**src/rtl/ibex_rfctx_sched.sv**
```systemverilog
// Register-file context scheduler: picks the active context and sequences
// each switch (drain core, retarget rf_sel, wait for spill/fill, release core).
module ibex_rfctx_sched #(
    parameter int unsigned NumContexts = 4,
    parameter logic [31:0] CtxBase     = 32'h0001_0000,
    parameter logic [31:0] CtxStride   = 32'h0000_0080,
    parameter int unsigned BootCtx     = 0,
    localparam int unsigned CW         = (NumContexts > 1) ? $clog2(NumContexts) : 1
) (
    input  logic                   clk_i,
    input  logic                   rst_ni,
    input  logic [NumContexts-1:0] ctx_en_i,
    input  logic [15:0]            quantum_i,
    input  logic                   yield_i,
    input  logic                   sw_sel_valid_i,
    input  logic [CW-1:0]          sw_sel_idx_i,
    input  logic                   halt_ack_i,
    input  logic                   rf_busy_i,
    output logic                   halt_req_o,
    output logic [31:0]            rf_sel_o,
    output logic [CW-1:0]          cur_ctx_o,
    output logic                   switching_o,
    output logic                   sw_sel_err_o,
    output logic [15:0]            switch_cnt_o,
    output logic [1:0]             dbg_state_o
);

    // Handshakes: halt_req_o is a level held from the switch decision until the
    // fill completes; halt_ack_i is sampled only in DRAIN, rf_busy_i only in
    // SWITCH (rising) and FILL (falling). Software/yield strobes act only in RUN.

    typedef enum logic [1:0] {
        StRun    = 2'd0,
        StDrain  = 2'd1,
        StSwitch = 2'd2,
        StFill   = 2'd3
    } state_e;

    localparam int unsigned EnW     = 1 << CW;
    localparam logic [31:0] BootSel = CtxBase + 32'(BootCtx) * CtxStride;

    function automatic logic [31:0] ctx_addr(input logic [CW-1:0] idx);
        return CtxBase + 32'(idx) * CtxStride;
    endfunction

    state_e        state_q, state_d;
    logic [15:0]   qcnt_q, qcnt_d;
    logic [CW-1:0] tgt_q, tgt_d;
    logic [CW-1:0] cur_ctx_q, cur_ctx_d;
    logic [31:0]   rf_sel_q, rf_sel_d;
    logic          halt_req_q, halt_req_d;
    logic          sw_err_q, sw_err_d;
    logic [15:0]   switch_cnt_q, switch_cnt_d;

    // Padding to a power of two makes out-of-range software indices read as disabled.
    logic [EnW-1:0] en_pad;
    logic [CW-1:0]  cand;
    logic [CW-1:0]  rr_idx;
    logic           rr_found;
    logic           sw_ok;
    logic           trig;
    logic           trig_ok;
    logic [CW-1:0]  trig_tgt;

    assign en_pad = EnW'(ctx_en_i);
    assign sw_ok  = en_pad[sw_sel_idx_i];

    always_comb begin
        rr_found = 1'b0;
        rr_idx   = cur_ctx_q;
        cand     = '0;
        for (int unsigned i = 1; i < NumContexts; i++) begin
            cand = CW'((32'(cur_ctx_q) + i) % NumContexts);
            if (!rr_found && en_pad[cand]) begin
                rr_found = 1'b1;
                rr_idx   = cand;
            end
        end
    end

    always_comb begin
        state_d      = state_q;
        qcnt_d       = qcnt_q;
        tgt_d        = tgt_q;
        cur_ctx_d    = cur_ctx_q;
        rf_sel_d     = rf_sel_q;
        halt_req_d   = halt_req_q;
        sw_err_d     = 1'b0;
        switch_cnt_d = switch_cnt_q;
        trig         = 1'b0;
        trig_ok      = 1'b0;
        trig_tgt     = rr_idx;

        case (state_q)
            StRun: begin
                if (qcnt_q == 16'd0) begin
                    qcnt_d = quantum_i;
                end else if (qcnt_q > 16'd1) begin
                    qcnt_d = qcnt_q - 16'd1;
                end
                // A software strobe, even a rejected one, masks yield and expiry.
                if (sw_sel_valid_i) begin
                    if (!sw_ok) begin
                        sw_err_d = 1'b1;
                    end else begin
                        trig     = 1'b1;
                        trig_tgt = sw_sel_idx_i;
                        trig_ok  = (sw_sel_idx_i != cur_ctx_q);
                    end
                end else if (yield_i || (qcnt_q == 16'd1)) begin
                    trig     = 1'b1;
                    trig_tgt = rr_idx;
                    trig_ok  = rr_found;
                end
                if (trig) begin
                    if (trig_ok) begin
                        tgt_d      = trig_tgt;
                        halt_req_d = 1'b1;
                        state_d    = StDrain;
                    end else begin
                        qcnt_d = 16'd0;
                    end
                end
            end
            StDrain: begin
                sw_err_d = sw_sel_valid_i;
                if (halt_ack_i) begin
                    rf_sel_d  = ctx_addr(tgt_q);
                    cur_ctx_d = tgt_q;
                    state_d   = StSwitch;
                end
            end
            StSwitch: begin
                sw_err_d = sw_sel_valid_i;
                if (rf_busy_i) begin
                    state_d = StFill;
                end
            end
            StFill: begin
                sw_err_d = sw_sel_valid_i;
                if (!rf_busy_i) begin
                    halt_req_d   = 1'b0;
                    switch_cnt_d = switch_cnt_q + 16'd1;
                    qcnt_d       = 16'd0;
                    state_d      = StRun;
                end
            end
            default: begin
                state_d = StRun;
            end
        endcase
    end

    always_ff @(posedge clk_i or negedge rst_ni) begin
        if (!rst_ni) begin
            state_q      <= StRun;
            qcnt_q       <= 16'd0;
            tgt_q        <= CW'(BootCtx);
            cur_ctx_q    <= CW'(BootCtx);
            rf_sel_q     <= BootSel;
            halt_req_q   <= 1'b0;
            sw_err_q     <= 1'b0;
            switch_cnt_q <= 16'd0;
        end else begin
            state_q      <= state_d;
            qcnt_q       <= qcnt_d;
            tgt_q        <= tgt_d;
            cur_ctx_q    <= cur_ctx_d;
            rf_sel_q     <= rf_sel_d;
            halt_req_q   <= halt_req_d;
            sw_err_q     <= sw_err_d;
            switch_cnt_q <= switch_cnt_d;
        end
    end

    assign halt_req_o   = halt_req_q;
    assign rf_sel_o     = rf_sel_q;
    assign cur_ctx_o    = cur_ctx_q;
    assign switching_o  = (state_q != StRun);
    assign sw_sel_err_o = sw_err_q;
    assign switch_cnt_o = switch_cnt_q;
    assign dbg_state_o  = state_q;

endmodule

```
**config.mk**
```make
export PLATFORM = sky130hd
export DESIGN_NAME = ibex_rfctx_sched
export DESIGN_NICKNAME = d
export VERILOG_FILES = /design/src/rtl/ibex_rfctx_sched.sv
export SDC_FILE = /design/constraint.sdc
export NUM_CORES = 1
export LEC_CHECK = 0
export CAP_MARGIN = 5
export CORE_MARGIN = 2
export CORE_UTILIZATION = 51
export CTS_BUF_LIST = sky130_fd_sc_hd__clkbuf_16
export DETAILED_ROUTE_END_ITERATION = 12
export PLACE_DENSITY = 0.86
export SKIP_LAST_GASP = 1
export SYNTH_ARGS = -nofsm -noshare
export SYNTH_HDL_FRONTEND = slang
export SYNTH_SLANG_ARGS = --single-unit
```
**constraint.sdc**
```tcl
create_clock -name clk_i -period 7.6 [get_ports clk_i]
set_input_delay 1.14 -clock clk_i [delete_from_list [all_inputs] [get_ports clk_i]]
set_output_delay 1.14 -clock clk_i [all_outputs]
set_load 0.02 [all_outputs]
```
==> implementation parameters, run 1 <==
Parameter                              Value

Synth
  Area share of the leading cell type in the synthesized netlist ... 0.3730
  Post-synthesis sequential area ratio ... 0.3730
  Yosys warning total ... 0
  Top cell type by total area after synthesis ... sky130_fd_sc_hd__dfrtp_1
  Prevailing post-synth register cell ... sky130_fd_sc_hd__dfrtp_1
  Most instantiated library cell after synthesis ... sky130_fd_sc_hd__dfrtp_1
  Mean post-synth cell area ... 9.098 um2
  Summed instance area of the synthesized netlist ... 0.002684 mm2
  Post-synth EDFFs ... 0
  Post-Synthesis Cells ... 295
  FF+latch count, synth ... 40
  Synth async-reset ratio ... 1.000
  Area contributors post-synth ... sky130_fd_sc_hd__dfrtp_1, sky130_fd_sc_hd__buf_4, sky130_fd_sc_hd__nand2_1
  Count of cell types in the netlist ... 51
  Synth top cells by count ... sky130_fd_sc_hd__dfrtp_1, sky130_fd_sc_hd__buf_4, sky130_fd_sc_hd__nand2_1

Die
  Rows ... 26
  Horizontal die dimension ... 76.54 um
  Effective utilization at floorplan ... 0.5255
  Overall die area ... 0.005858 mm2
  Number of placed I/O pins ... 83
  Die Span Y ... 76.54 um
  Area inside the core boundary ... 0.005107 mm2

Critical path
  Worst R2R Path Depth ... 9
  Data arrival time of the critical path ... 3.30 ns
  CP required ... 7.72 ns
  Critical-path cell list ... clkdlybuf4s50_1 > nor3_1 > a21oi_1 > and3b_1 > a31oi_4 > and2_1 > o22ai_1
  Critical Path Sink ... qcnt_q[9]$_DFFE_PN0P_
  Worst reg2reg startpoint ... qcnt_q[0]$_DFFE_PN0P_
  Type of the worst setup path ... primary input to register
  Delay of the slowest cell on the worst path ... 0.54 ns
  Number of cells on the critical path ... 7
  Crit path max-delay family ... simple AND/OR/NAND/NOR gates
  Critical Path Slowest Stage Cell ... sky130_fd_sc_hd__a31oi_4
  Reg2reg end ... qcnt_q[0]$_DFFE_PN0P_
  Worst-case register-to-register setup slack ... 4.58 ns
  Startpoint types ... primary input
  Endpoint type of the worst setup path ... register
  Crit. Startpoint ... ctx_en_i[3]
  Buffer and inverter count on the worst path ... 1
  CP max FO ... 26

Routing
  Detail-routed via count per cell ... 5.493
  Total via count after detailed routing ... 2263
  First-pass iteration count of the detailed router ... 4
  Violation count after the first detailed-routing iteration ... 201
  Remaining number of nets flagged by the antenna check after routing ... 0
  Routed WL per cell ... 13.95 um
  Total Wirelength ... 5749 um
  Total DRC errors in the routed layout ... 0

STA
  Number of setup violations in the final report ... 0
  Final hold vios ... 0
  Shortest period the worst path allows ... 3.183 ns
  Part of the cycle the worst path needs ... 0.4188
  Setup ws final ... 4.417 ns
  Pins over their slew limit ... 0
  Post-Route Setup TNS ... 0 ns
  Slew @ Worst Pin ... 1.078 ns
  Post-Route Skew ... 0.008735 ns
  Maximum frequency from static timing analysis ... 0.3142 GHz
  Setup repair after global routing missed its margin ... no
  Max-slew headroom ... 0.2750

Clock tree
  Clock buffers created by TritonCTS ... 5
  Number of buffers between clock root and the deepest sink ... 2
  Clock latency on the worst-skew pair ... 0.28 ns
  Clock sink total ... 40
  Clock root buffer master ... sky130_fd_sc_hd__clkbuf_16
  Clock-pin slew of the registers on the worst-case setup and hold paths ... 0.06 ns
  Level count of the clock H-tree ... 2
  Post-CTS Resized ... 0
  CTS Hold Bufs ... 0
  TritonCTS clock tree ... yes
  Buffers inserted during post-CTS setup optimization ... 0

Power
  Power density over cell area ... 378.5 mW/mm2
  Post-layout total power ... 1.238 mW
  Peak ir drop on the vdd network ... 193.8 uV
  Leakage dissipation ... 1.473 nW

Global route
  Pin count of the biggest net entering global routing ... 41
  Total global routing overflow ... 0
  Via count of the first global-routing pass ... 2074
  Wire length of the first global-routing pass ... 9660 um
  Total routing resource utilization after global routing ... 0.2009
  Initial antenna violation count ... 0

Cells and area
  Area growth from synthesis to layout ... 21.86%
  Final nets ... 376
  Layout cells sized above 1 ... 0.05556
  Inserted Diodes ... 0
  Fill cells ... 429
  Summed area of non-filler cells in the final layout ... 0.003271 mm2

Place
  Placed Area ... 0.003103 mm2
  Post-DP HPWL ... 4130 um
  Setup Slack @ Placement ... 4.196 ns
  Final Wtd Congestion ... 0.8821
  Quantity of I/O buffers inserted on ports ... 52

Worst hold path
  Worst min-delay path category ... register to register

Status
  Result of the run ... complete, no violations

Run
  Max Cap Viol ... 0
## per-stage QoR
stage / utilization / cells / hold slack (ns)
floorplan: - / 323 / 0.4425
global placement: 0.6075 / 404 / 0.4543
CTS: 0.6404 / 412 / 0.4877
finish: 0.6404 / 412 / 0.4821
global route: 0.6404 / 412 / 0.4949
detailed placement: 0.6075 / 404 / 0.4691
## where the power goes
part	switching [mW]	internal, mW	total (mW)
Combinational	0.360	0.276	0.636
Sequential	0.0873	0.277	0.365
Clock	0.0828	0.154	0.237
## state kept, by name (all words and copies together), names as in the netlist
| name | cells |
|---|---|
| rf_sel_o | 2 |
| qcnt_q | 16 |
| switch_cnt_o | 16 |
| dbg_state_o | 2 |
| tgt_q | 2 |
| sw_sel_err_o | 1 |
| halt_req_o | 1 |
## metal layers
layer,GRT usage,vias to the layer above,wire [um]
li1,-,1088,-
met1,0.2607,1086,2461
met2,0.3460,82,2983
met3,0.03791,7,269
met4,0.05091,0,34
met5,0,-,0
## cell usage in the layout, fill, tap and decap left out, drive strengths merged, types with 8 or more instances in the layout
cell and instances:
clkdlybuf4s50 51, xnor2 10, a21o 9, conb 30, a21oi 8, nand2 26
o21ai 13, nand3 9, nor3 13, inv 11, dfrtp 40, nor2 17
mux2i 8
## layout make-up
| cell class | count | area [um2] | share of cell area |
|---|---|---|---|
| clock buffers | 5 | 125.1 | 0.03826 |
| flip-flops and latches | 40 | 1001 | 0.3060 |
| well taps | 70 | 87.58 | 0.02678 |
| multi-input cells | 230 | 1450 | 0.4434 |
| inverters | 11 | 41.29 | 0.01262 |
| repair buffers | 53 | 523.0 | 0.1599 |
| clock inverters | 3 | 42.54 | 0.01301 |
## kinds of logic (layout without fill, tap and decap cells)
kind of cell             after synthesis  after routing  synth area share
AND/OR/NAND/NOR                      100            100            0.1963
other                                  2             30          0.002798
flip-flops                            40             40            0.3730
adder cells (fa/ha/maj)                7              7           0.03263
XOR/XNOR                              17             17           0.05548
buffers and inverters                 53             72            0.1259
multiplexers                          13             13           0.05082
AO/OA/AOI/OAI                         63             63            0.1632
## worst min-delay path by stage
stage	cells past startpoint	endpoint	slack, ns	from
final	1	switch_cnt_o[15]$_DFFE_PN0P_	0.48	switch_cnt_o[15]$_DFFE_PN0P_
after CTS	1	qcnt_q[14]$_DFFE_PN0P_	0.49	qcnt_q[14]$_DFFE_PN0P_
after global placement	1	qcnt_q[14]$_DFFE_PN0P_	0.45	qcnt_q[14]$_DFFE_PN0P_
after global routing	1	qcnt_q[14]$_DFFE_PN0P_	0.49	qcnt_q[14]$_DFFE_PN0P_
after floorplan	1	qcnt_q[14]$_DFFE_PN0P_	0.44	qcnt_q[14]$_DFFE_PN0P_
after detailed placement	1	qcnt_q[14]$_DFFE_PN0P_	0.47	qcnt_q[14]$_DFFE_PN0P_
Power figures use the tool's default switching activity.
==> inputs of run 2 (changes only) <==
Settings changed: CORE_UTILIZATION 51 to 43, PLACE_DENSITY 0.86 to 0.78.
Clock period 7.6 ns to 2.8 ns, I/O delays scaled along.
==> implementation parameters, run 2 (synthesized netlist as in run 1, its figures left out) <==
Parameter                              Value

Status
  Result of the run ... complete, no violations

Global route
  Met1 track demand over resource ... 0.2254
  Met2 track utilization from global routing ... 0.2764
  Routing layer with the top usage in global route ... met2
  Total routing resource utilization after global routing ... 0.1670
  Via count of the first global-routing pass ... 2098
  Wire length of the first global-routing pass ... 9756 um
  Met3 Use GR ... 0.03380
  Total global routing overflow ... 0
  Initial antenna violation count ... 0
  Pin count of the biggest net entering global routing ... 41

Die
  Overall die area ... 0.006889 mm2
  Rows ... 28
  Number of placed I/O pins ... 83
  Die Span Y ... 83 um
  Horizontal die dimension ... 83 um
  Effective utilization at floorplan ... 0.4480
  Area inside the core boundary ... 0.005991 mm2

Critical path
  Buffer and inverter count on the worst path ... 1
  CP required ... 2.97 ns
  Critical-path cell list ... or4_1 > or3_4 > or3_4 > a31oi_4 > buf_12 > o21ai_0 > a21o_1
  Endpoint type of the worst setup path ... register
  Critical Path Slowest Stage Cell ... sky130_fd_sc_hd__or4_1
  Startpoint types ... register
  CP max FO ... 26
  Data arrival time of the critical path ... 2.77 ns
  Most frequent CP cell ... sky130_fd_sc_hd__or3_4
  Crit path max-delay family ... simple AND/OR/NAND/NOR gates
  Delay of the slowest cell on the worst path ... 0.62 ns
  Type of the worst setup path ... register to register

Power
  Peak ir drop on the vdd network ... 581.7 uV
  Leakage dissipation ... 1.512 nW
  Power density over cell area ... 1040 mW/mm2
  Portion of total power attributed to the clock network ... 0.188
  Sequential group share of total power ... 0.282
  Design internal power ... 2.023 mW
  Comb pwr share ... 0.530
  Sw Share ... 0.4174
  Post-layout total power ... 3.473 mW
  Power dissipated by switching net loads ... 1.450 mW

STA
  Pins over their slew limit ... 0
  Part of the cycle the worst path needs ... 0.9281
  Number of setup violations in the final report ... 0
  Post-Route Setup TNS ... 0 ns
  Final hold vios ... 0
  Shortest period the worst path allows ... 2.599 ns
  Post-Route Skew ... 0.006833 ns
  Max-slew headroom ... 0.4059
  Minimum hold slack ... 0.2694 ns
  Setup ws final ... 0.2012 ns
  Slew @ Worst Pin ... 0.8912 ns
  Maximum frequency from static timing analysis ... 0.3848 GHz
  Setup repair after global routing missed its margin ... no

Routing
  Total DRC errors in the routed layout ... 0
  Remaining number of nets flagged by the antenna check after routing ... 0
  Routed WL per cell ... 13.43 um
  Violation count after the first detailed-routing iteration ... 203
  Total Wirelength ... 5682 um
  First-pass iteration count of the detailed router ... 5
  Total via count after detailed routing ... 2252
  Detail-routed via count per cell ... 5.324

Run
  Max Cap Viol ... 0

Place
  Post-DP HPWL ... 4220 um
  Final Wtd Congestion ... 0.8698
  Setup Slack @ Placement ... 0.2168 ns
  Quantity of I/O buffers inserted on ports ... 52

Cells and area
  Inserted Diodes ... 0
  Most frequent cells in the layout ... sky130_fd_sc_hd__clkdlybuf4s50_1, sky130_fd_sc_hd__dfrtp_1, sky130_fd_sc_hd__conb_1
  Area of the multi-input gates ... 0.001450 mm2
  Layout cells sized above 1 ... 0.07471
  Final nets ... 382
  Fill cells ... 528
  Area growth from synthesis to layout ... 24.43%
  Seq. cell area ... 0.001001 mm2
  Commonest non-fill, non-tap cell in the layout ... sky130_fd_sc_hd__clkdlybuf4s50_1

Clock tree
  Clock root buffer master ... sky130_fd_sc_hd__clkbuf_16
  Clock sink total ... 40
  Clock-pin slew of the registers on the worst-case setup and hold paths ... 0.06 ns
  Number of buffers between clock root and the deepest sink ... 2
  Clock buffers created by TritonCTS ... 5
  Level count of the clock H-tree ... 2
  CTS Hold Bufs ... 0
  Clock latency on the worst-skew pair ... 0.28 ns
  Post-CTS Resized ... 0
  Buffers inserted during post-CTS setup optimization ... 0
  TritonCTS clock tree ... yes

Worst hold path
  Worst min-delay path category ... primary input to async pin
[run 2: routing by layer]
layer | wire length [um] | share of wire
met5 | 0 | 0
met2 | 2734 | 0.48
met1 | 2590 | 0.46
met3 | 323 | 0.057
met4 | 34 | 0.0060
[run 2: path summary, 6_finish.rpt]
| path | from | endpoint | slack, ns | cells after the start |
|---|---|---|---|---|
| max | qcnt_q[15]$_DFFE_PN0P_ | qcnt_q[4]$_DFFE_PN0P_ | 0.20 | 7 |
| min in group clk_i | switch_cnt_o[15]$_DFFE_PN0P_ | switch_cnt_o[15]$_DFFE_PN0P_ | 0.47 | 1 |
| max in group asynchronous | rst_ni | switch_cnt_o[10]$_DFFE_PN0P_ | 1.98 | 1 |
| min reg2reg | switch_cnt_o[15]$_DFFE_PN0P_ | switch_cnt_o[15]$_DFFE_PN0P_ | 0.47 | 1 |
| min | rst_ni | qcnt_q[14]$_DFFE_PN0P_ | 0.27 | 1 |
| max reg2reg | qcnt_q[15]$_DFFE_PN0P_ | qcnt_q[4]$_DFFE_PN0P_ | 0.20 | 7 |
[run 2: power by group through the flow]
stage,clock network (mW),logic (mW),registers [mW]
finish,0.654,1.84,0.979
CTS,0.669,1.84,0.979
floorplan,0,1.30,0.980
global placement,0,1.78,0.975
global route,0.691,2.03,1.02
detailed placement,0,1.82,0.984
[run 2: cell type report]
class                   instances  area share
repair buffers                 59      0.1738
well taps                      75     0.02810
multi-input cells             230      0.4342
inverters                      11     0.01236
clock buffers                   5     0.03747
flip-flops and latches         40      0.2997
clock inverters                 3     0.01424
[run 2: worst register-to-register path, stage by stage (launching register included)]
cell and delay, ns:
sky130_fd_sc_hd__dfrtp_1 0.45, sky130_fd_sc_hd__or4_1 0.62, sky130_fd_sc_hd__or3_4 0.37, sky130_fd_sc_hd__or3_4 0.34
sky130_fd_sc_hd__a31oi_4 0.21, sky130_fd_sc_hd__buf_12 0.19, sky130_fd_sc_hd__o21ai_0 0.10, sky130_fd_sc_hd__a21o_1 0.20
[run 2: per-stage QoR]
stage	util	area, um2	cells
floorplan	-	2789	323
global placement	0.5286	3167	415
detailed placement	0.5286	3167	415
CTS	0.5574	3339	423
global route	0.5574	3339	423
finish	0.5574	3339	423
